[src/rtl/reg_check_pkg.sv]
// Shared types and default configuration for the register check engine.
package reg_check_pkg;

  typedef enum logic [1:0] {
    IDLE  = 2'd0,
    RUN   = 2'd1,
    CHECK = 2'd2,
    DONE  = 2'd3
  } state_e;

  localparam int DEF_NUM_CHECKS = 8;
  localparam int DEF_IDX_W      = 3;
  localparam int DEF_DATA_W     = 32;
  localparam int DEF_REG_AW     = 5;
  localparam int DEF_CYC_W      = 16;
  localparam int DEF_ERR_W      = 8;

  // Expectation entry layout at the default widths.
  typedef struct packed {
    logic                  en;
    logic [DEF_REG_AW-1:0] reg_num;
    logic [DEF_DATA_W-1:0] val;
  } chk_entry_t;

endpackage

[src/rtl/reg_check_table.sv]
// Expectation table: one write port, one combinational read port.
// Only the enable bits are reset; register numbers and values are plain storage.
module reg_check_table #(
  parameter int NUM_CHECKS = 8,
  parameter int IDX_W      = 3,
  parameter int DATA_W     = 32,
  parameter int REG_AW     = 5
) (
  input  logic              clock_i,
  input  logic              reset_i,
  input  logic              we_i,
  input  logic [IDX_W-1:0]  wr_idx_i,
  input  logic              wr_en_i,
  input  logic [REG_AW-1:0] wr_reg_i,
  input  logic [DATA_W-1:0] wr_val_i,
  input  logic [IDX_W-1:0]  rd_idx_i,
  output logic              rd_en_o,
  output logic [REG_AW-1:0] rd_reg_o,
  output logic [DATA_W-1:0] rd_val_o
);

  logic [NUM_CHECKS-1:0] en_q;
  logic [REG_AW-1:0]     reg_q [NUM_CHECKS];
  logic [DATA_W-1:0]     val_q [NUM_CHECKS];

  logic wr_ok;
  logic rd_ok;

  // Indices past the table end are dropped on write and read back as disabled.
  assign wr_ok = we_i && (int'(wr_idx_i) < NUM_CHECKS);
  assign rd_ok = int'(rd_idx_i) < NUM_CHECKS;

  always_ff @(posedge clock_i) begin
    if (!reset_i) begin
      en_q <= '0;
    end else if (wr_ok) begin
      en_q[wr_idx_i] <= wr_en_i;
    end
  end

  always_ff @(posedge clock_i) begin
    if (wr_ok) begin
      reg_q[wr_idx_i] <= wr_reg_i;
      val_q[wr_idx_i] <= wr_val_i;
    end
  end

  assign rd_en_o  = rd_ok && en_q[rd_idx_i];
  assign rd_reg_o = rd_ok ? reg_q[rd_idx_i] : '0;
  assign rd_val_o = rd_ok ? val_q[rd_idx_i] : '0;

endmodule

[src/rtl/reg_check_engine.sv]
// Runs the processor for a programmed cycle count, then sweeps the expectation
// table through a spare regfile read port, counting and reporting mismatches.
//
// state | meaning
// IDLE  | waiting for start, table writable
// RUN   | processor enabled, counting cycles up to the latched limit
// CHECK | one table entry compared per cycle against chk_data
// DONE  | result held (done/pass), table writable, start reruns
module reg_check_engine
  import reg_check_pkg::*;
#(
  parameter int NUM_CHECKS = DEF_NUM_CHECKS,
  parameter int IDX_W      = DEF_IDX_W,
  parameter int DATA_W     = DEF_DATA_W,
  parameter int REG_AW     = DEF_REG_AW,
  parameter int CYC_W      = DEF_CYC_W,
  parameter int ERR_W      = DEF_ERR_W
) (
  input  logic              clock_i,
  input  logic              reset_i,
  input  logic              start_i,
  input  logic [CYC_W-1:0]  cycle_limit_i,
  input  logic              exp_we_i,
  input  logic [IDX_W-1:0]  exp_idx_i,
  input  logic              exp_en_i,
  input  logic [REG_AW-1:0] exp_reg_i,
  input  logic [DATA_W-1:0] exp_val_i,
  output logic              proc_run_o,
  output logic [REG_AW-1:0] chk_reg_o,
  input  logic [DATA_W-1:0] chk_data_i,
  output logic              busy_o,
  output logic              done_o,
  output logic              pass_o,
  output logic [ERR_W-1:0]  error_count_o,
  output logic              fail_valid_o,
  output logic [REG_AW-1:0] fail_reg_o,
  output logic [DATA_W-1:0] fail_exp_o,
  output logic [DATA_W-1:0] fail_got_o
);

  localparam logic [CYC_W-1:0] CYC_ONE  = CYC_W'(1);
  localparam logic [IDX_W-1:0] IDX_LAST = IDX_W'(NUM_CHECKS - 1);
  localparam logic [ERR_W-1:0] ERR_MAX  = '1;

  state_e            state_q;
  logic [CYC_W-1:0]  lim_q;
  logic [CYC_W-1:0]  cyc_q;
  logic [IDX_W-1:0]  idx_q;
  logic [ERR_W-1:0]  err_q;
  logic [ERR_W-1:0]  err_d;
  logic              proc_run_q;
  logic              busy_q;
  logic              done_q;
  logic              pass_q;
  logic              fail_valid_q;
  logic [REG_AW-1:0] fail_reg_q;
  logic [DATA_W-1:0] fail_exp_q;
  logic [DATA_W-1:0] fail_got_q;

  logic              tbl_we;
  logic              rd_en;
  logic [REG_AW-1:0] rd_reg;
  logic [DATA_W-1:0] rd_val;
  logic              mismatch;

  assign tbl_we = exp_we_i && ((state_q == IDLE) || (state_q == DONE));

  reg_check_table #(
    .NUM_CHECKS(NUM_CHECKS),
    .IDX_W     (IDX_W),
    .DATA_W    (DATA_W),
    .REG_AW    (REG_AW)
  ) u_table (
    .clock_i (clock_i),
    .reset_i (reset_i),
    .we_i    (tbl_we),
    .wr_idx_i(exp_idx_i),
    .wr_en_i (exp_en_i),
    .wr_reg_i(exp_reg_i),
    .wr_val_i(exp_val_i),
    .rd_idx_i(idx_q),
    .rd_en_o (rd_en),
    .rd_reg_o(rd_reg),
    .rd_val_o(rd_val)
  );

  always_comb begin
    mismatch = (state_q == CHECK) && rd_en && (chk_data_i != rd_val);
    err_d    = err_q;
    if (mismatch && (err_q != ERR_MAX)) begin
      err_d = err_q + 1'b1;
    end
  end

  assign chk_reg_o = (state_q == CHECK) ? rd_reg : '0;

  always_ff @(posedge clock_i) begin
    if (!reset_i) begin
      state_q      <= IDLE;
      lim_q        <= '0;
      cyc_q        <= '0;
      idx_q        <= '0;
      err_q        <= '0;
      proc_run_q   <= 1'b0;
      busy_q       <= 1'b0;
      done_q       <= 1'b0;
      pass_q       <= 1'b0;
      fail_valid_q <= 1'b0;
      fail_reg_q   <= '0;
      fail_exp_q   <= '0;
      fail_got_q   <= '0;
    end else begin
      fail_valid_q <= 1'b0;
      unique case (state_q)
        IDLE, DONE: begin
          if (start_i) begin
            lim_q      <= cycle_limit_i;
            cyc_q      <= '0;
            idx_q      <= '0;
            err_q      <= '0;
            done_q     <= 1'b0;
            pass_q     <= 1'b0;
            fail_reg_q <= '0;
            fail_exp_q <= '0;
            fail_got_q <= '0;
            busy_q     <= 1'b1;
            // A zero limit skips RUN entirely.
            if (cycle_limit_i == '0) begin
              state_q    <= CHECK;
              proc_run_q <= 1'b0;
            end else begin
              state_q    <= RUN;
              proc_run_q <= 1'b1;
            end
          end
        end
        RUN: begin
          cyc_q <= cyc_q + 1'b1;
          if (cyc_q == lim_q - CYC_ONE) begin
            state_q    <= CHECK;
            idx_q      <= '0;
            proc_run_q <= 1'b0;
          end
        end
        CHECK: begin
          err_q <= err_d;
          if (mismatch) begin
            fail_valid_q <= 1'b1;
            fail_reg_q   <= rd_reg;
            fail_exp_q   <= rd_val;
            fail_got_q   <= chk_data_i;
          end
          if (idx_q == IDX_LAST) begin
            state_q <= DONE;
            busy_q  <= 1'b0;
            done_q  <= 1'b1;
            pass_q  <= (err_d == '0);
          end else begin
            idx_q <= idx_q + 1'b1;
          end
        end
      endcase
    end
  end

  assign proc_run_o    = proc_run_q;
  assign busy_o        = busy_q;
  assign done_o        = done_q;
  assign pass_o        = pass_q;
  assign error_count_o = err_q;
  assign fail_valid_o  = fail_valid_q;
  assign fail_reg_o    = fail_reg_q;
  assign fail_exp_o    = fail_exp_q;
  assign fail_got_o    = fail_got_q;

endmodule

[config.mk]
export PLATFORM = sky130hd
export DESIGN_NAME = reg_check_engine
export DESIGN_NICKNAME = d
export VERILOG_FILES = /design/src/rtl/reg_check_pkg.sv /design/src/rtl/reg_check_table.sv /design/src/rtl/reg_check_engine.sv
export SDC_FILE = /design/constraint.sdc
export NUM_CORES = 1
export LEC_CHECK = 0
export CORE_ASPECT_RATIO = 1.1
export CORE_UTILIZATION = 45
export DETAILED_ROUTE_END_ITERATION = 12
export GPL_ROUTABILITY_DRIVEN = 0
export HOLD_SLACK_MARGIN = 0.08
export PLACE_DENSITY = 0.76
export RECOVER_POWER = 25
export SETUP_SLACK_MARGIN = 0.1
export SYNTH_ARGS = -nofsm -noshare
export SYNTH_HDL_FRONTEND = slang
export SYNTH_SLANG_ARGS = --single-unit
[constraint.sdc]
create_clock -name clock_i -period 5.6 [get_ports clock_i]
set_clock_uncertainty 0.1 [all_clocks]
set_input_delay 0.84 -clock clock_i [delete_from_list [all_inputs] [get_ports clock_i]]
set_output_delay 0.84 -clock clock_i [all_outputs]
set_load 0.02 [all_outputs]
# After elaboration in Yosys (flattened, before gate mapping)

Memories as Yosys holds them, arrays and structs flattened. A register that Yosys moved wholly into a read port is not among the register bits.
Index checks and enable logic that the tools add are counted.

Register bits after elaboration: 127
Bits in writable memories: 296
Input port bits: 93
Output and inout port bits: 87
Memories: 2

Memories:

| name          | depth | bits a word | read ports | clocked after memory_dff | write ports | line                  | source |
|---|---|---|---|---|---|---|---|
| u_table.val_q | 8     | 32          | 1          | 1                        | 1           | reg_check_table.sv:24 | `logic [DATA_W-1:0] val_q [NUM_CHECKS];` |
| u_table.reg_q | 8     | 5           | 1          | 1                        | 1           | reg_check_table.sv:23 | `logic [REG_AW-1:0] reg_q [NUM_CHECKS];` |

$add $sub $neg: 4
Order comparisons: 3
Eq/ne operators: 12
Mux-type cells: 47
Reductions and logical operators: 21

Operators by type and width:

| kind                                                                 | number |
|---|---|
| 32-bit one-hot mux with 2 select lines                               | 2 |
| 32-bit 2-to-1 mux                                                    | 3 |
| 32-bit != test                                                       | 1 |
| 16-bit one-hot mux with 2 select lines                               | 1 |
| 3-bit 2-to-1 mux                                                     | 7 |
| 16-bit by 1-bit adder with 16-bit output, second input constant      | 1 |
| 16-bit equality test                                                 | 1 |
| 16-bit logical NOT                                                   | 1 |
| 16-bit 2-to-1 mux                                                    | 1 |
| 8-bit 2-to-1 mux                                                     | 2 |
| 8-bit one-hot mux with 2 select lines                                | 1 |
| 16-bit by 1-bit subtractor with 16-bit output, second input constant | 1 |
| 5-bit 2-to-1 mux                                                     | 3 |
| 3-bit AND reduction                                                  | 5 |
| 1-bit 2-to-1 mux                                                     | 13 |
| 5-bit one-hot mux with 2 select lines                                | 1 |
| 3-bit one-hot mux with 3 select lines                                | 1 |
| 8-bit by 1-bit adder with 8-bit output, second input constant        | 1 |
| 8-bit bitwise mux                                                    | 1 |
| 8-bit logical NOT                                                    | 1 |
| 3-bit by 4-bit < comparator with 1-bit output, second input constant | 2 |
| 2-bit 2-to-1 mux                                                     | 4 |
| 2-bit != test, second input constant                                 | 4 |
| 8-bit != test, second input constant                                 | 1 |
| 16 further kinds                                                     | 28 |

# Longest topological paths before layout

Depth after elaboration: 9
Gate-level depth with buffers: 14
Depth with buffers taken out: 11

# Cells and area by module

A second synthesis with hierarchy kept.

Cells, all modules: 1162
Area total of the unflattened synthesis: 17479.3 µm²

By module, submodules not included:

| module           | instances | cells each | area each (µm²) | seq. area each (µm²) |
|---|---|---|---|---|
| reg_check_table  | 1         | 468        | 11781.3         | 9048.7 |
| reg_check_engine | 1         | 694        | 5698.0          | 2382.3 |

# Least setup slack after synthesis

No wires, ideal clock.

Path type: register -> register
Start: register state_q[0]
End: register u_table.en_q[1]
Data arrival time: 4.162 ns
Required time: 5.374 ns
Setup slack: 1.212 ns
Cell stages (with the launch flop): 8
Path buffers: 1
Clock period less this slack: 4.388 ns
Cell sequence: dfxtp_1 inv_1 ha_1 clkbuf_1 nand3_1 nor3_1 mux2i_1 nor2_1

Longest elaborated chain between the ends: 3
Elaborated cells on any way between the ends: 4
Those cells by class: eq/ne (1); reduce/logical (3)

Ends and longest elaborated chain:

| element                                                  | line                    | source |
|---|---|---|
| start: declaration                                       | reg_check_engine.sv:45  | `state_e state_q;` |
| start signal: assignment                                 | reg_check_engine.sv:99  | `state_q <= IDLE;` |
| start signal: assignment                                 | reg_check_engine.sv:129 | `state_q <= CHECK;` |
| start signal: assignment                                 | reg_check_engine.sv:132 | `state_q <= RUN;` |
| 2-bit equality test or 2-bit logical NOT (tied branches) | reg_check_engine.sv:66  | `assign tbl_we = exp_we_i && ((state_q == IDLE) \|\| (state_q == DONE));` |
| 1-bit logical OR (*)                                     | reg_check_engine.sv:66  |  |
| 1-bit logical AND (*)                                    | reg_check_engine.sv:66  |  |
| end signal: indexed assignment                           | reg_check_table.sv:37   | `en_q[wr_idx_i] <= wr_en_i;` |
| end: declaration                                         | reg_check_table.sv:22   | `logic [NUM_CHECKS-1:0] en_q;` |

Every way passes the cells marked *; elsewhere a longest branch is shown, timed or not.
A chain may end at the register's enable or synchronous reset.

==> out/metrics.cfg <==
[sta]
finalWorstSetupSlack_ns=1.221
hold_ws_ns=0.3721
worst_pin_slew_ns=1.090
hold_viol_final=0
finalSetupViolCount=0
post-route-min-period_ns=4.379
fmax_mhz=228.3
grt_setup_unrepaired=false
finalSetupTns_ns=0
period_share_pct=78.20
max_slew_margin_pct=27.09
slew_violations=0

[synthesis]
synth_edf_count=296
synthArstFlopShare_pct=0
synth_area_mm2=0.01803
ys_types=72
yosysSeqAreaShare_pct=63.72
synthesis.nets=1442
avgSynthCellArea_um2=13.44
syn_inst=1342
yosysWarningCount=0
synth_area_leader_cell=edfxtp_1
synthTopCellsByArea=edfxtp_1 49%, dfxtp_1 14%, mux4_2 4.7%
synth_top_area_share_pct=49.29
synth-seq-cells=426
synth_ff_type=edfxtp_1
synthTopCellsByCount=296 x edfxtp_1, 130 x dfxtp_1, 116 x a21oi_1, 83 x o21ai_0, 64 x nand2_1
synthMostInstantiatedCell=edfxtp_1

[routing]
wl_per_cell_um=23.71
first_pass_iters=10
postRouteAntennaNets=0
drtIter0Drc=1244
dr_total_vias=12520
via_per_inst=6.131
drc=14
wirelength_mm=48.42

[run]
cap_viol_max_count=0

[setup_path]
slowest_delay_ns=0.66
path_delay_family=simple AND/OR/NAND/NOR gates
worstSetupPathType=flop to flop
crit_arrival_ns=4.74
r2r_slack_ns=1.22
required_ns=5.96
start_kind=flop
worstSetupEndpointType=flop
slowest_stage=dfxtp_2
worstPathCellList=buf_4 -> nor2_1 -> a22oi_1 -> a21bo_2 -> nand4b_1 -> nor4_1 -> nand4_2 -> a21oi_4 -> buf_12 -> o21ai_1 -> a21oi_1
worstPathMaxFanout=94
path_buf_inv=2

[clocking]
postCtsSetupBuffers=0
cts.sinks=426
cts_htree_levels=2
clockBufferDepth=3
insertion_delay_ns=0.56
clk_pin_slew_ns=0.06
cts_tree=done
holdBufCountCts=0
cts-root-buf=clkbuf_16
cts.repair.resized=0
numCtsBuffers=43

[floorplanning]
coreArea_mm2=0.03937
chipHeight_um=212.0
rows=76
fp.dieArea_mm2=0.04088
io_pins=180
die_w_um=192.9
initial_core_util_pct=45.80

[power]
powerDensity_mw_per_mm2=375.2
power_leakage_nw=6.755
ir_worst_vdd_uv=254.8

[grt]
grt_max_degree=95
grt_pass1_wl_mm=71.19
grt_pass1_vias=11900
antenna_found_initial=4
grt.total_usage_pct=23.47
grt-ovfl-total=0

[worst_hold_path]
hold_path.class=flop to flop

[placed_design]
post-dp-hpwl_mm=31.34
place_ws_ns=1.282
port_buffers=179

[layout]
drive_above_1_share_pct=14.92
syn2layout_area_growth_pct=20.21
nNetsFinal=1600
diodes=0

[status]
violations=design-rule violations
status=complete, but fails checks

## sequential cells by signal (all words and copies together), names as in the netlist, 2 cells and up, named ones only
register / flops
u_table.reg_q: 40
fail_reg_o: 5
u_table.en_q: 8
cyc_q: 16
fail_exp_o: 32
idx_q: 3
lim_q: 16
state_q: 2
fail_got_o: 32
error_count_o: 8
u_table.val_q: 256
## power by group
part           internal, mW  switching [mW]
combinational         0.546            1.14
sequential             3.54           0.102
clock                  1.62            1.19
total                  5.71            2.43
## final cells by class
type | count | area [um2]
clock inverters | 16 | 130.1
fillers | 3174 | 17690
flip-flops and latches | 426 | 11500
inverters | 10 | 38.79
multi-input cells | 814 | 6072
clock buffers | 64 | 1267
well taps | 507 | 634.4
repair buffers | 205 | 2037
## per-layer routing
metal  track usage, %  part of all wire (%)  up-vias
li1                 -                     -     5509
met1            31.25                    39     6227
met2            38.76                    48      678
met3            4.194                   9.4      101
met4            7.440                   2.9        4
met5                0                 0.045        -
## cells by family after synthesis
family	after synthesis	synth area share [%]
xor gates and xnor gates	44	2.137
muxes	144	11.03
AOI/OAI and AO/OA	302	9.680
adders and majority gates	7	0.4857
DFF	426	63.72
buffers and inverters	102	3.018
and+or+nand+nor	317	9.922
## final timing paths
path	from	endpoint	cells past startpoint
min reg2reg	fail_exp_o[0]	fail_exp_o[0]	2
min	fail_exp_o[0]	fail_exp_o[0]	2
max reg2reg	flop	fail_exp_o[30]	11
max	flop	fail_exp_o[30]	11
## layout by cell type (no fill, tap or decap), types with 28 or more instances in the layout
cell type,instances
a21oi_1,116
clkbuf_16,45
clkdlybuf4s50_1,152
dfxtp_1,127
edfxtp_1,296
mux2_2,58
mux2i_1,48
mux4_2,38
nand2_1,64
nand3_1,28
nand4_1,50
nor2_1,39
o21ai_0,82
or3_1,28
## worst reg2reg max path: stages (launching register included)
cell and delay (ns):
dfxtp_2 0.66, buf_4 0.53, nor2_1 0.26, a22oi_1 0.43, a21bo_2 0.20, nand4b_1 0.11
nor4_1 0.52, nand4_2 0.45, a21oi_4 0.32, buf_12 0.36, o21ai_1 0.16, a21oi_1 0.20
## stage by stage
step / cells / utilization, % / cell area [um2] / power [mW]
finish: 2042 / 55.06 / 21680 / 8.132
global route: 2042 / 55.06 / 21680 / 8.394
CTS: 2042 / 55.06 / 21680 / 8.133
detailed placement: 1962 / 51.51 / 20280 / 5.356
global placement: 1962 / 51.51 / 20280 / 5.313
floorplan: 1342 / - / 18030 / 4.766
(Power assumes the default switching activity.)
